**src/rtl/m68k_bus_responder_if.sv**
```systemverilog
// Signal bundle between the 68000 bus pins / local backend port and m68k_bus_responder.
interface m68k_bus_responder_if;
   logic        m68k_clk;
   logic        m68k_as_n;
   logic        m68k_uds_n;
   logic        m68k_lds_n;
   logic        m68k_rw;
   logic [2:0]  m68k_fc;
   logic [23:1] m68k_a;
   logic [15:0] m68k_d_in;
   logic [15:0] m68k_d_out;
   logic        m68k_d_oe;
   logic        m68k_dtack_drv;
   logic        m68k_berr_drv;
   logic        lcl_req;
   logic        lcl_we;
   logic [23:0] lcl_addr;
   logic [1:0]  lcl_be;
   logic [15:0] lcl_wdata;
   logic [15:0] lcl_rdata;
   logic        lcl_ack;
   logic        lcl_err;

   modport slave (
      input  m68k_clk, m68k_as_n, m68k_uds_n, m68k_lds_n, m68k_rw, m68k_fc, m68k_a,
             m68k_d_in, lcl_rdata, lcl_ack, lcl_err,
      output m68k_d_out, m68k_d_oe, m68k_dtack_drv, m68k_berr_drv,
             lcl_req, lcl_we, lcl_addr, lcl_be, lcl_wdata
   );

   modport master (
      output m68k_clk, m68k_as_n, m68k_uds_n, m68k_lds_n, m68k_rw, m68k_fc, m68k_a,
             m68k_d_in, lcl_rdata, lcl_ack, lcl_err,
      input  m68k_d_out, m68k_d_oe, m68k_dtack_drv, m68k_berr_drv,
             lcl_req, lcl_we, lcl_addr, lcl_be, lcl_wdata
   );
endinterface

```
**src/rtl/m68k_bus_responder.sv**
```systemverilog
// 68000 bus target: claims cycles inside an address window, forwards them to a
// single-beat local req/ack port and terminates them with DTACK or BERR.
module m68k_bus_responder #(
   parameter logic [23:0] BASE_ADDR   = 24'hE80000,
   parameter logic [23:0] WIN_MASK    = 24'hFF0000,
   parameter int unsigned WAIT_STATES = 2,
   parameter int unsigned TIMEOUT     = 64
) (
   input logic                 pi_clk,
   input logic                 rst,
   m68k_bus_responder_if.slave bus
);

   localparam int unsigned TW = $clog2(TIMEOUT + 1);

   typedef enum logic [2:0] {S_ARMWAIT, S_IDLE, S_ACCESS, S_WAIT, S_TERM} state_t;

   logic [2:0]    clk_sync;
   logic [1:0]    as_sync, uds_sync, lds_sync;
   logic          clk_fall, clk_rise, as_n_s, strobe, hit;

   state_t        state, state_d;
   logic          req, req_d, we, we_d, d_oe, d_oe_d, dtack, dtack_d, berr, berr_d;
   logic          wdata_done, wdata_done_d;
   logic [23:0]   addr, addr_d;
   logic [1:0]    be, be_d;
   logic [15:0]   wdata, wdata_d, d_out, d_out_d;
   logic [3:0]    wait_cnt, wait_d;
   logic [TW-1:0] to_cnt, to_d;

   // NOTE: sequential state uses non-blocking (<=) so every flop samples pre-edge values.
   always_ff @(posedge pi_clk) begin
      if (rst) begin
         clk_sync <= '0;
         // Strobes reset to the asserted level so ARMWAIT exits only on a real AS_n high.
         as_sync  <= '0;
         uds_sync <= '0;
         lds_sync <= '0;
      end else begin
         clk_sync <= {clk_sync[1:0], bus.m68k_clk};
         as_sync  <= {as_sync[0], bus.m68k_as_n};
         uds_sync <= {uds_sync[0], bus.m68k_uds_n};
         lds_sync <= {lds_sync[0], bus.m68k_lds_n};
      end
   end

   assign clk_fall = clk_sync[2] & ~clk_sync[1];
   assign clk_rise = ~clk_sync[2] & clk_sync[1];
   assign as_n_s   = as_sync[1];
   assign strobe   = ~uds_sync[1] | ~lds_sync[1];
   assign hit      = ((({bus.m68k_a, 1'b0}) ^ BASE_ADDR) & WIN_MASK) == 24'h0;

   always_ff @(posedge pi_clk) begin
      if (rst) begin
         state      <= S_ARMWAIT;
         req        <= 1'b0;
         we         <= 1'b0;
         addr       <= '0;
         be         <= '0;
         wdata      <= '0;
         wdata_done <= 1'b0;
         d_out      <= '0;
         d_oe       <= 1'b0;
         dtack      <= 1'b0;
         berr       <= 1'b0;
         wait_cnt   <= '0;
         to_cnt     <= '0;
      end else begin
         state      <= state_d;
         req        <= req_d;
         we         <= we_d;
         addr       <= addr_d;
         be         <= be_d;
         wdata      <= wdata_d;
         wdata_done <= wdata_done_d;
         d_out      <= d_out_d;
         d_oe       <= d_oe_d;
         dtack      <= dtack_d;
         berr       <= berr_d;
         wait_cnt   <= wait_d;
         to_cnt     <= to_d;
      end
   end

   always_comb begin
      // NOTE: every signal gets its hold value first so no path can infer a latch.
      state_d      = state;
      req_d        = req;
      we_d         = we;
      addr_d       = addr;
      be_d         = be;
      wdata_d      = wdata;
      wdata_done_d = wdata_done;
      d_out_d      = d_out;
      d_oe_d       = d_oe;
      dtack_d      = dtack;
      berr_d       = berr;
      wait_d       = wait_cnt;
      to_d         = to_cnt;

      unique case (state)
         S_ARMWAIT: if (as_n_s) state_d = S_IDLE;
         S_IDLE: begin
            if (clk_fall && !as_n_s && strobe && bus.m68k_fc != 3'b111 && hit) begin
               we_d         = ~bus.m68k_rw;
               addr_d       = {bus.m68k_a, 1'b0};
               be_d         = {~uds_sync[1], ~lds_sync[1]};
               req_d        = 1'b1;
               wait_d       = 4'(WAIT_STATES);
               to_d         = '0;
               wdata_done_d = 1'b0;
               state_d      = S_ACCESS;
            end
         end
         S_ACCESS: begin
            // The 68000 presents write data a phase after AS, so capture it once on a strobed fall.
            if (we && !wdata_done && clk_fall && strobe) begin
               wdata_d      = bus.m68k_d_in;
               wdata_done_d = 1'b1;
            end
            if (as_n_s) begin
               req_d   = 1'b0;
               d_oe_d  = 1'b0;
               state_d = S_IDLE;
            end else if (bus.lcl_ack) begin
               req_d = 1'b0;
               if (!we) begin
                  d_out_d = bus.lcl_rdata;
                  d_oe_d  = 1'b1;
               end
               if (bus.lcl_err) begin
                  berr_d  = 1'b1;
                  state_d = S_TERM;
               end else begin
                  state_d = S_WAIT;
               end
            end else if (clk_fall) begin
               if (to_cnt == TW'(TIMEOUT - 1)) begin
                  to_d    = TW'(TIMEOUT);
                  req_d   = 1'b0;
                  berr_d  = 1'b1;
                  state_d = S_TERM;
               end else begin
                  to_d = to_cnt + 1'b1;
               end
            end
         end
         S_WAIT: begin
            if (as_n_s) begin
               d_oe_d  = 1'b0;
               state_d = S_IDLE;
            end else if (wait_cnt == 4'd0) begin
               if (clk_rise) begin
                  dtack_d = 1'b1;
                  state_d = S_TERM;
               end
            end else if (clk_fall) begin
               wait_d = wait_cnt - 1'b1;
            end
         end
         S_TERM: begin
            if (as_n_s) begin
               dtack_d = 1'b0;
               berr_d  = 1'b0;
               d_oe_d  = 1'b0;
               state_d = S_IDLE;
            end
         end
         default: state_d = S_ARMWAIT;
      endcase
   end

   assign bus.m68k_d_out     = d_out;
   assign bus.m68k_d_oe      = d_oe;
   assign bus.m68k_dtack_drv = dtack;
   assign bus.m68k_berr_drv  = berr;
   assign bus.lcl_req        = req;
   assign bus.lcl_we         = we;
   assign bus.lcl_addr       = addr;
   assign bus.lcl_be         = be;
   assign bus.lcl_wdata      = wdata;

endmodule
```
**src/flat_wrapper.sv**
```systemverilog
// flat-port wrapper written by rule: the top's interface ports become plain ports
module m68k_bus_responder_flat 
#(
   parameter logic [23:0] BASE_ADDR   = 24'hE80000,
   parameter logic [23:0] WIN_MASK    = 24'hFF0000,
   parameter int unsigned WAIT_STATES = 2,
   parameter int unsigned TIMEOUT     = 64
)
  (pi_clk, rst, bus_m68k_clk, bus_m68k_as_n, bus_m68k_uds_n, bus_m68k_lds_n, bus_m68k_rw, bus_m68k_fc, bus_m68k_a, bus_m68k_d_in, bus_lcl_rdata, bus_lcl_ack, bus_lcl_err, bus_m68k_d_out, bus_m68k_d_oe, bus_m68k_dtack_drv, bus_m68k_berr_drv, bus_lcl_req, bus_lcl_we, bus_lcl_addr, bus_lcl_be, bus_lcl_wdata);
  m68k_bus_responder_if bus_i ();
  input logic pi_clk;
  input logic rst;
  input wire logic [$bits(bus_i.m68k_clk)-1:0] bus_m68k_clk;
  input wire logic [$bits(bus_i.m68k_as_n)-1:0] bus_m68k_as_n;
  input wire logic [$bits(bus_i.m68k_uds_n)-1:0] bus_m68k_uds_n;
  input wire logic [$bits(bus_i.m68k_lds_n)-1:0] bus_m68k_lds_n;
  input wire logic [$bits(bus_i.m68k_rw)-1:0] bus_m68k_rw;
  input wire logic [$bits(bus_i.m68k_fc)-1:0] bus_m68k_fc;
  input wire logic [$bits(bus_i.m68k_a)-1:0] bus_m68k_a;
  input wire logic [$bits(bus_i.m68k_d_in)-1:0] bus_m68k_d_in;
  input wire logic [$bits(bus_i.lcl_rdata)-1:0] bus_lcl_rdata;
  input wire logic [$bits(bus_i.lcl_ack)-1:0] bus_lcl_ack;
  input wire logic [$bits(bus_i.lcl_err)-1:0] bus_lcl_err;
  output wire logic [$bits(bus_i.m68k_d_out)-1:0] bus_m68k_d_out;
  output wire logic [$bits(bus_i.m68k_d_oe)-1:0] bus_m68k_d_oe;
  output wire logic [$bits(bus_i.m68k_dtack_drv)-1:0] bus_m68k_dtack_drv;
  output wire logic [$bits(bus_i.m68k_berr_drv)-1:0] bus_m68k_berr_drv;
  output wire logic [$bits(bus_i.lcl_req)-1:0] bus_lcl_req;
  output wire logic [$bits(bus_i.lcl_we)-1:0] bus_lcl_we;
  output wire logic [$bits(bus_i.lcl_addr)-1:0] bus_lcl_addr;
  output wire logic [$bits(bus_i.lcl_be)-1:0] bus_lcl_be;
  output wire logic [$bits(bus_i.lcl_wdata)-1:0] bus_lcl_wdata;
  assign bus_i.m68k_clk = bus_m68k_clk;
  assign bus_i.m68k_as_n = bus_m68k_as_n;
  assign bus_i.m68k_uds_n = bus_m68k_uds_n;
  assign bus_i.m68k_lds_n = bus_m68k_lds_n;
  assign bus_i.m68k_rw = bus_m68k_rw;
  assign bus_i.m68k_fc = bus_m68k_fc;
  assign bus_i.m68k_a = bus_m68k_a;
  assign bus_i.m68k_d_in = bus_m68k_d_in;
  assign bus_i.lcl_rdata = bus_lcl_rdata;
  assign bus_i.lcl_ack = bus_lcl_ack;
  assign bus_i.lcl_err = bus_lcl_err;
  assign bus_m68k_d_out = bus_i.m68k_d_out;
  assign bus_m68k_d_oe = bus_i.m68k_d_oe;
  assign bus_m68k_dtack_drv = bus_i.m68k_dtack_drv;
  assign bus_m68k_berr_drv = bus_i.m68k_berr_drv;
  assign bus_lcl_req = bus_i.lcl_req;
  assign bus_lcl_we = bus_i.lcl_we;
  assign bus_lcl_addr = bus_i.lcl_addr;
  assign bus_lcl_be = bus_i.lcl_be;
  assign bus_lcl_wdata = bus_i.lcl_wdata;
  m68k_bus_responder #(.BASE_ADDR(BASE_ADDR), .WIN_MASK(WIN_MASK), .WAIT_STATES(WAIT_STATES), .TIMEOUT(TIMEOUT)) u_core (.pi_clk(pi_clk), .rst(rst), .bus(bus_i));
endmodule
```
**config.mk**
```make
export PLATFORM = sky130hd
export DESIGN_NAME = m68k_bus_responder_flat
export DESIGN_NICKNAME = d
export VERILOG_FILES = /design/src/rtl/m68k_bus_responder_if.sv /design/src/rtl/m68k_bus_responder.sv /design/src/flat_wrapper.sv
export SDC_FILE = /design/constraint.sdc
export NUM_CORES = 1
export LEC_CHECK = 0
export BUFFER_PORTS_ARGS = -buffer_cell sky130_fd_sc_hd__buf_2
export CAP_MARGIN = 5
export CELL_PAD_IN_SITES_DETAIL_PLACEMENT = 2
export CELL_PAD_IN_SITES_GLOBAL_PLACEMENT = 2
export CORE_MARGIN = 2
export CORE_UTILIZATION = 29
export CTS_CLUSTER_DIAMETER = 100
export DETAILED_ROUTE_END_ITERATION = 7
export GPL_ROUTABILITY_DRIVEN = 0
export PLACE_DENSITY_LB_ADDON = 0.1
export REMOVE_ABC_BUFFERS = 1
export SYNTH_ARGS = -nofsm -noshare
export SYNTH_HDL_FRONTEND = slang
export SYNTH_SLANG_ARGS = --single-unit
export TNS_END_PERCENT = 5
```
**constraint.sdc**
```tcl
create_clock -name pi_clk -period 2.9 [get_ports pi_clk]
set_input_delay 0.145 -clock pi_clk [delete_from_list [all_inputs] [get_ports pi_clk]]
set_output_delay 0.145 -clock pi_clk [all_outputs]
set_load 0.02 [all_outputs]
```
Word-level counts from Yosys, hierarchy flattened
Cells that the tools add are included.
Word-level totals
  flip-flop bits (word level): 86
  output and inout port bits: 63
  logic and storage cells: 134
Cells by class
  $add $sub $neg: 2
  equal/unequal tests: 28
  muxes and demuxes: 46
  bitwise gates (word level): 11
  reductions and logical operators: 30
Operators by type and width (count)
  2-to-1 mux 7 bit: 5
  2-to-1 mux 3 bit: 10
  zero test 24 bit: 1
  2-to-1 mux 1 bit: 19
  != test 2 x 1 -> 1 bit, second input constant: 9
  2-to-1 mux 4 bit: 4
  AND reduction 5 bit: 3
  case mux 7 bit (2 select lines): 1
  != test 3 x 2 -> 1 bit, second input constant: 4
  case mux 3 bit (4 select lines): 1
  AND reduction 4 bit: 3
  AND reduction 6 bit: 2
  case mux 1 bit (2 select lines): 5
  nonzero test 2 bit: 5
  != test 2 bit, second input constant: 4
  != test 4 x 2 -> 1 bit, second input constant: 2
  case mux 4 bit (2 select lines): 1
  adder 7 x 1 -> 7 bit, second input constant: 1
  == test 7 x 6 -> 1 bit, second input constant: 1
  logical AND 1 bit: 7
  NOT 1 bit: 7
  == test 3 x 2 -> 1 bit, second input constant: 2
  != test 3 x 1 -> 1 bit, second input constant: 2
  != test 3 bit, second input constant: 2
  12 further kinds: 16

Logic depth before layout (Yosys ltp)
  depth after elaboration: 8
  gate-level depth with buffers: 8
  mapped depth without buffers: 7

Least setup slack after synthesis
OpenSTA, ideal clock, no wires.
  path kind: register to register
  start point: reg u_core.wait_cnt[0]
  end point: reg u_core.state[0]
  library setup time: 0.072 ns
  arrival: 1.697 ns
  setup slack: 1.131 ns
  cell stages (with the launch flop): 9
  buffers on the path: 1
  clock period less this slack: 1.769 ns
  cell sequence: dfxtp_1 inv_1 ha_1 nor3b_1 nand3b_1 a221oi_1 and3_1 clkbuf_1 mux2i_1
Between the ends
  word-level cells in the longest chain between the ends: 3
RTL lines
  from (decl): line m68k_bus_responder.sv:28  | logic [3:0] wait_cnt, wait_d;
  from (signal assigned): line m68k_bus_responder.sv:80  | wait_cnt <= wait_d;
  zero test 4 bit: line m68k_bus_responder.sv:152  | end else if (wait_cnt == 4'd0) begin
  != test 3 x 1 -> 1 bit (no line)
  AND reduction 6 bit (no line)
  to (signal assigned): line m68k_bus_responder.sv:69  | state <= state_d;
  to (decl): line m68k_bus_responder.sv:22  | state_t state, state_d;
No other way between the ends.
A chain may end at the register's enable or synchronous reset.

Final worst setup path
  start point: reg u_core.state[0]
  end point: reg u_core.addr[7] (netlist: u_core.bus.lcl_addr[7])
Between the ends
  word-level cells in the longest chain between the ends: 2
RTL lines
  == test 3 x 1 -> 1 bit: line m68k_bus_responder.sv:101  | unique case (state)
  AND reduction 2 bit (no line)
  to (signal assigned): line m68k_bus_responder.sv:72  | addr <= addr_d;
  to (decl): line m68k_bus_responder.sv:25  | logic [23:0] addr, addr_d;
No other way between the ends.

==> metrics.md <==
| Metric | Value |
|---|---|
| CP Cell Sequence | `nor3b_2 -> nand3_1 -> nor2_2 -> buf_4 -> nand2_1 -> a21oi_1` |
| Slew HR | `53.5%` |
| Fmax | `0.455 GHz` |
| Fin. max-slew vios | `0` |
| Cell area after layout | `0.00445 mm²` |
| Worst Path Required | `3.16 ns` |
| Critical path class | `reg -> reg` |
| Largest net degree at the start of global routing | `37` |
| Num CTS Buffers | `9` |
| Clk pwr share | `44.7%` |
| Site row count | `39` |
| 1st-iter DRT viols | `102` |
| Synthesis warning total | `0` |
| Via count | `3246` |
| Power Density | `555 mW/mm²` |
| Switch share | `23.5%` |
| Delay-heaviest family, CP | `simple AND/OR/NAND/NOR gates` |
| Mapped Avg Cell Area | `8.70 µm²` |
| Placed cell count | `647` |
| Final worst clock skew | `0.00487 ns` |
| Core area | `0.0115 mm²` |
| P_leak | `2.00 nW` |
| Final core occ | `38.8%` |
| PostCTS Resize Cnt | `0` |
| Arr. time, crit path | `2.46 ns` |
| DIE AREA | `0.0127 mm²` |
| Yosys reg bits | `86` |
| CTS tree | `built` |
| Reg2Reg Depth | `6` |
| CTS Buffer Depth | `2` |
| CP Capture Type | `flop` |
| RSZ-0062 raised after global routing | `no` |
| Area Overhead vs Synth | `29.9%` |
| Initial Utilization | `29.9%` |
| WP buf/inv | `1` |
| Top_reg_cell synth | `dfxtp_1` |
| Int Power | `1.89 mW` |
| Fin crit share | `75.8%` |
| Worst Max-Slew Pin Slew | `0.696 ns` |
| GRT Util Overall | `16.7%` |
| Die X | `113 µm` |
| Post-synth EDFFs | `0` |
| Grt total ovfl | `0` |
| Drt via density | `4.89` |
| Vias in the first global route | `3464` |
| Post-route DRC | `0` |
| Clk Latency, worst-skew pair | `0.34 ns` |
| Clock Tree Root | `clkbuf_16` |
| Maximum VDD drop | `0.238 mV` |
| Setup TNS | `0 ns` |
| Layout fillers | `1308` |
| Area share of the largest cell type after synthesis | `50.2%` |
| Seq/Total Area, Yosys | `50.2%` |
| Antenna-violating nets left | `0` |
| Nets@finish | `586` |
| Register share of total power | `48.9%` |
| Dpl ws | `0.726 ns` |
| Ant diodes | `0` |
| CTS H-tree depth | `3` |
| First-pass GRT wire length | `17000 µm` |
| Share of cells above drive strength 1 | `29.9%` |
| Max_cap viols | `0` |
| Post-synthesis cell count | `394` |
| DP Wirelength | `7790 µm` |
| Initial antenna violation count | `0` |
| Dpl cell area | `0.00416 mm²` |
| Drt wl/cell | `15.9 µm` |
| Critical path fanouts, max | `15` |
| Total power | `2.47 mW` |
| Setup ws final | `0.702 ns` |
| Clock-pin slew on the worst setup and hold paths | `0.06 ns` |
| Yosys cell types | `49` |
| Final setup viols | `0` |
| Slowest cell delay on critical path | `0.57 ns` |
| I/O pin total | `130` |
| Combinational Power Share | `6.4%` |
| NetSw | `0.581 mW` |
| Critical path depth | `6` |
| Synth top area cells | `dfxtp_1 50%, nand2_1 8.1%, a21oi_1 6.4%, mux2i_1 5.3%, nor2_1 4.4%` |
| Non-Filler Instances | `664` |
| Syn Std Cell Area | `0.00343 mm²` |
| Post-synth top cells | `86 x dfxtp_1, 74 x nand2_1, 44 x a21oi_1` |
| FFs w/ async S/R, synth | `0%` |
| Most frequent cell after synthesis | `dfxtp_1` |
| Setup crit start kind | `flop` |
| Hold Vio Cnt, Final | `0` |
| WHS | `0.0147 ns` |
| # port buffers | `128` |
| Hold depth | `2` |
| Final min period | `2.20 ns` |
| TritonRoute pass-1 iters | `4` |
| Slowest CP cell | `nor2_2` |
| WL final | `10500 µm` |
| Chip height | `113 µm` |
| Status | `finished clean` |
| Largest area contributor in the netlist | `dfxtp_1` |
| HP Class | `in -> reg` |
| CTS sink count | `86` |
per-layer routing:
layer	vias up	share of wire (%)	wire length, µm	track usage (%)
met5	-	0	0	0
met4	0	1.3	137	5.61
met3	14	6.4	679	5.68
met2	78	51	5370	29.7
met1	1569	41	4360	18.8
li1	1585	-	-	-
layout by cell type, fill, tap and decap left out, types with 9 or more instances in the layout:
cell type	count
buf_2	128
a21oi_1	44
clkbuf_16	9
nand2_1	74
mux2i_1	18
nor2_1	40
nand3_1	11
nor2b_1	13
dfxtp_1	86
final timing paths:
path,from,end,slack (ns)
setup / recovery,u_core.state[0],u_core.bus.lcl_addr[7],0.70
hold / removal,bus_m68k_uds_n,u_core.uds_sync[0],0.01
setup reg to reg,u_core.state[0],u_core.bus.lcl_addr[7],0.70
hold reg to reg,u_core.uds_sync[1],u_core.bus.lcl_be[1],0.44
sequential cells by signal (all words and copies together), names as in the netlist, 2 cells and up:
name,count
u_core.lds_sync,2
u_core.clk_sync,3
u_core.uds_sync,2
u_core.bus.lcl_addr,23
u_core.as_sync,2
u_core.state,3
u_core.bus.lcl_be,2
u_core.bus.lcl_wdata,16
u_core.wait_cnt,4
u_core.bus.m68k_d_out,16
u_core.to_cnt,7
timing repair:
action	in CTS	in global routing
hold buffers	1	0
buffers inserted	0	0
hold endpoints to repair	1	0
power groups by stage:
stage	clock (mW)	combinational, mW	sequential, mW
after global routing	1.19	0.177	1.21
after floorplan	0	0.0647	1.24
after global placement	0	0.155	1.23
final	1.11	0.158	1.21
after CTS	1.15	0.161	1.21
after detailed placement	0	0.159	1.24
worst reg2reg max path, delay by kind of cell, from the launching register on:
| kind | cells | cell delay, ns |
|---|---|---|
| AOI/OAI and AO/OA | 1 | 0.14 |
| buffers and inverters | 1 | 0.30 |
| DFF | 1 | 0.52 |
| and+or+nand+nor | 4 | 1.17 |
cells by family after synthesis:
logic type               Yosys count  share of synthesized area (%)
adder cells (fa/ha/maj)            3                           1.10
buffers and inverters             31                           4.45
multiplexers                      18                           5.26
AND/OR/NAND/NOR                  181                           25.9
flip-flops                        86                           50.2
AO/OA/AOI/OAI                     74                           13.0
other                              1                          0.109
layout make-up:
| type | count | area (µm²) | area share [%] |
|---|---|---|---|
| Clock buffer | 14 | 264 | 5.93 |
| Tap cell | 143 | 179 | 4.02 |
| Multi-Input combinational cell | 277 | 1550 | 34.9 |
| Clock inverter | 2 | 16.3 | 0.365 |
| Inverter | 8 | 30.0 | 0.674 |
| Timing Repair Buffer | 134 | 688 | 15.5 |
| Sequential cell | 86 | 1720 | 38.7 |
Power figures use the tool's default switching activity.
